**src/rtl/wash_cycle_ctrl.sv**
```systemverilog
// Washing-machine cycle sequencer driving the minute timer.
// Sequence: IDLE -> FILL -> WASH -> RINSE -> [WASH -> RINSE] -> SPIN -> IDLE.
// At every phase boundary timer_enable drops for one cycle so that the timer
// restarts its count before the next phase begins.
module wash_cycle_ctrl #(
  parameter logic [4:0] FILL_MIN  = 5'd2,
  parameter logic [4:0] WASH_MIN  = 5'd5,
  parameter logic [4:0] RINSE_MIN = 5'd2,
  parameter logic [4:0] SPIN_MIN  = 5'd1
) (
  input  logic       clk,
  input  logic       rst_n,
  input  logic       coin_in,
  input  logic       double_wash,
  input  logic       timer_pause,
  input  logic [4:0] timer_minutes,
  output logic       timer_enable,
  output logic       pause_flag,
  output logic       wash_done,
  output logic [2:0] cycle_state
);

  localparam int unsigned ST_W  = 3;
  localparam int unsigned MIN_W = 5;

  typedef enum logic [ST_W-1:0] {
    S_IDLE  = 3'd0,
    S_FILL  = 3'd1,
    S_WASH  = 3'd2,
    S_RINSE = 3'd3,
    S_SPIN  = 3'd4
  } state_e;

  state_e             state_q, state_d;
  logic               enable_q, enable_d;
  logic               pause_q, pause_d;
  logic               done_q, done_d;
  logic               double_q, double_d;
  logic               second_q, second_d;
  logic [MIN_W-1:0]   phase_dur_c;
  logic               phase_end_c;

  // Duration of the phase currently running
  always_comb begin
    phase_dur_c = '0;
    case (state_q)
      S_FILL:  phase_dur_c = FILL_MIN;
      S_WASH:  phase_dur_c = WASH_MIN;
      S_RINSE: phase_dur_c = RINSE_MIN;
      S_SPIN:  phase_dur_c = SPIN_MIN;
      default: phase_dur_c = '0;
    endcase
  end

  // A phase may only end on a live, unfrozen count; a stale count seen during
  // the restart cycle (enable low) is ignored
  assign phase_end_c = enable_q && !pause_q && (timer_minutes >= phase_dur_c);

  // Next-state and next-output logic
  always_comb begin
    state_d  = state_q;
    enable_d = enable_q;
    pause_d  = 1'b0;
    done_d   = done_q;
    double_d = double_q;
    second_d = second_q;

    case (state_q)
      S_IDLE: begin
        enable_d = 1'b0;
        if (coin_in) begin
          state_d  = S_FILL;
          enable_d = 1'b1;
          done_d   = 1'b0;
          double_d = double_wash;
          second_d = 1'b0;
        end
      end

      S_FILL, S_WASH, S_RINSE, S_SPIN: begin
        if (!enable_q) begin
          // restart cycle is over: let the timer count again
          enable_d = 1'b1;
        end else if (phase_end_c) begin
          enable_d = 1'b0;
          case (state_q)
            S_FILL:  state_d = S_WASH;
            S_WASH:  state_d = S_RINSE;
            S_RINSE: begin
              if (double_q && !second_q) begin
                state_d  = S_WASH;
                second_d = 1'b1;
              end else begin
                state_d = S_SPIN;
              end
            end
            S_SPIN: begin
              state_d = S_IDLE;
              done_d  = 1'b1;
            end
            default: state_d = S_IDLE;
          endcase
        end
      end

      default: begin
        state_d  = S_IDLE;
        enable_d = 1'b0;
        done_d   = 1'b0;
        double_d = 1'b0;
        second_d = 1'b0;
      end
    endcase

    // The user pause is only honoured while spinning
    pause_d = (state_d == S_SPIN) ? timer_pause : 1'b0;
  end

  // State and output registers
  always_ff @(posedge clk or negedge rst_n) begin
    if (!rst_n) begin
      state_q  <= S_IDLE;
      enable_q <= 1'b0;
      pause_q  <= 1'b0;
      done_q   <= 1'b0;
      double_q <= 1'b0;
      second_q <= 1'b0;
    end else begin
      state_q  <= state_d;
      enable_q <= enable_d;
      pause_q  <= pause_d;
      done_q   <= done_d;
      double_q <= double_d;
      second_q <= second_d;
    end
  end

  assign timer_enable = enable_q;
  assign pause_flag   = pause_q;
  assign wash_done    = done_q;
  assign cycle_state  = state_q;

endmodule

```
**config.mk**
```make
export PLATFORM = sky130hd
export DESIGN_NAME = wash_cycle_ctrl
export DESIGN_NICKNAME = d
export VERILOG_FILES = /design/src/rtl/wash_cycle_ctrl.sv
export SDC_FILE = /design/constraint.sdc
export NUM_CORES = 1
export LEC_CHECK = 0
export ABC_CLOCK_PERIOD_IN_PS = 2600
export BUFFER_PORTS_ARGS = -buffer_cell sky130_fd_sc_hd__buf_2
export CAP_MARGIN = 5
export CORE_AREA = 2 2 39 41
export DETAILED_ROUTE_END_ITERATION = 8
export DIE_AREA = 0 0 41 43
export SLEW_MARGIN = 10
export SYNTH_ARGS = -nofsm -noshare
export SYNTH_HDL_FRONTEND = slang
export SYNTH_SLANG_ARGS = --single-unit
```
**constraint.sdc**
```tcl
create_clock -name clk -period 2.6 [get_ports clk]
set_input_delay 0.13 -clock clk [delete_from_list [all_inputs] [get_ports clk]]
set_output_delay 0.13 -clock clk [all_outputs]
set_load 0.03 [all_outputs]
```
==> results.json <==
{
  "place_hpwl_um": 923,
  "cts.path.max_buffers": 2,
  "p_int_uw": 412,
  "end_kind": "flop",
  "gp_congestion": 0.819,
  "finish.instance_area_um2": 648,
  "numPortBuffers": 15,
  "drtIter0Drc": 9,
  "clockRootBuffer": "clkbuf_4",
  "ys_warn_count": 0,
  "clk_pin_slew_ps": 60,
  "yosysSeqAreaShare": 0.378,
  "wl_per_cell_um": 12.6,
  "grt_pass1_vias": 472,
  "layout-drive-gt1-share": 0.284,
  "hold_ws_ps": 76.8,
  "io_pins": 16,
  "synth.top_cell.area_share": 0.378,
  "synthToLayoutAreaGrowth_pct": 22.5,
  "power_density_nw_per_um2": 1240,
  "multi_input_area_um2": 309,
  "syn_area_um2": 529,
  "final_util": 0.468,
  "holdPathStages": 2,
  "relSlewSlack": 0.767,
  "wirelength_um": 1130,
  "critPathMaxStageDelay_ps": 500,
  "synth_flop_cell": "dfrtp_1",
  "drc": 0,
  "arrival_ps": 2310,
  "outcome": "finished, final reports clean",
  "diodes": 0,
  "die_area_um2": 1760,
  "synth_nets": 70,
  "ir_worst_vdd_mv": 0.489,
  "r2r_setup_slack_ps": 440,
  "worst_slew_pin_slew_ps": 344,
  "dieHeight_um": 43,
  "grt_pass1_wl_um": 1850,
  "period_share": 0.832,
  "holdBufCountCts": 1,
  "grt.total_usage": 0.163,
  "synth.distinct_cells": 25,
  "clockPowerShare": 0.121,
  "setup_viol_count_final": 0,
  "synth-edff-count": 0,
  "cts_inserted_buffers": 3,
  "finClkSkew_ps": 4.76,
  "cts_tree": "done",
  "core_um2": 1380,
  "max_freq_mhz": 463,
  "synthesis.instances": 57,
  "switchingPower_uw": 394,
  "viasPerCell": 5.40,
  "die_width_um": 41,
  "core.rowCount": 14,
  "yosys-top-cells-area": "dfrtp_1 (38%), ha_1 (7.1%), a2111oi_4 (5.2%), nand2_1 (5.0%), nor2b_1 (4.7%)",
  "synth.avg_cell_area_um2": 9.29,
  "crit_path_cell_trace": "nor2b_1, nand2b_1, ha_1, a2111oi_4, o21a_1, nor4b_1, or2_1",
  "worst_hold_path_type": "in2reg",
  "rr_worst_depth": 7,
  "cts_resized": 0,
  "fin_tns_setup_ps": 0,
  "maxSlewViolCount": 0,
  "first_pass_iters": 4,
  "leakagePower_nw": 0.301,
  "cap_viol_max_count": 0,
  "initial_utilization": 0.382,
  "fillCellCount": 145,
  "grt_overflow_total": 0,
  "synth_area_leader_cell": "dfrtp_1",
  "htree_levels": 1,
  "crit_type": "reg2reg",
  "slowest_stage": "dfrtp_1",
  "crit_required_ps": 2750,
  "cp_max_fo": 11,
  "rsz0062_at_grt": "no",
  "cts_sinks": 8,
  "swShare": 0.489,
  "ys_ff_latch": 8,
  "placed_cell_area_um2": 616,
  "antenna_found_initial": 0,
  "synthTopCellsByCount": "dfrtp_1 (8), nand2_1 (7), nor2_1 (6)",
  "async_reset_ff_frac": 1.00,
  "yosysMostFrequentCell": "dfrtp_1",
  "grt_max_degree": 12,
  "start_kind": "flop",
  "final_hold_viol_count": 0,
  "postCtsSetupRepairBufs": 0,
  "worstSkewPairLatency_ps": 260,
  "fin_cells": 90,
  "num_vias": 486,
  "seqCellArea_um2": 200,
  "ant_nets": 0,
  "dp_cells": 86,
  "p_comb_frac": 0.571,
  "period_needed_ps": 2160,
  "seq_power_share": 0.308,
  "nets": 89
}
[path summary, 6_finish.rpt]
check,to,start
worst max-delay path,cycle_state[2],cycle_state[2]
worst min register to register,second_q,second_q
min in group asynchronous,cycle_state[0],rst_n
max in group asynchronous,timer_enable,rst_n
worst max register to register,cycle_state[2],cycle_state[2]
worst min-delay path,pause_flag,timer_pause
[per-layer routing]
layer / GRT usage / wire, µm / vias to the layer above / part of all wire
li1: - / - / 240 / -
met1: 0.187 / 489 / 228 / 0.43
met2: 0.244 / 560 / 16 / 0.49
met3: 0.0471 / 54 / 2 / 0.048
met4: 0.120 / 27 / 0 / 0.024
met5: 0 / 0 / - / 0
[worst max-delay path, delay by kind of cell, from the launching register on]
kind            cells  cell delay (ps)
compound gates      2              580
fa+ha+maj           1              320
flops               1              500
simple gates        4              640
[through the flow]
stage,setup WS (ps),power (mW)
after floorplan,429,0.606
after global placement,492,0.715
after detailed placement,444,0.712
after CTS,436,0.817
after global routing,297,0.877
final,438,0.806
[placed cells by master (no fill, tap or decap), types with 2 or more instances in the layout]
master,Yosys,final
nor2_1,6,6
buf_2,1,15
inv_1,3,3
a21oi_1,3,3
dfrtp_1,8,8
ha_1,3,3
nor2b_1,4,4
nand2b_1,3,3
nand2_1,7,7
o21ai_0,2,2
clkbuf_4,0,3
o21a_1,2,2
a41oi_1,2,2
[flip-flops by register name (all words and copies together) (netlist names)]
register / cells
cycle_state: 3
double_q: 1
pause_flag: 1
second_q: 1
timer_enable: 1
wash_done: 1
[cell families after synthesis]
family | synth area share
fa+ha+maj | 0.0709
simple gates | 0.218
compound gates | 0.279
xor+xnor | 0.0166
flops | 0.378
buf+inv | 0.0378
[area by class of cell]
class / count / area share
multi-input cells: 44 / 0.477
flip-flops and latches: 8 / 0.309
repair buffers: 16 / 0.131
clock buffers: 3 / 0.0347
well taps: 16 / 0.0309
inverters: 3 / 0.0174
[power by group through the flow]
stage / Clock (mW) / Sequential [mW] / Combinational [mW]
after floorplan: 0 / 0.292 / 0.314
after global placement: 0 / 0.250 / 0.465
after detailed placement: 0 / 0.250 / 0.462
after CTS: 0.103 / 0.247 / 0.467
after global routing: 0.108 / 0.257 / 0.512
final: 0.0978 / 0.248 / 0.460
Note: power is estimated with default switching activity, not from simulation.
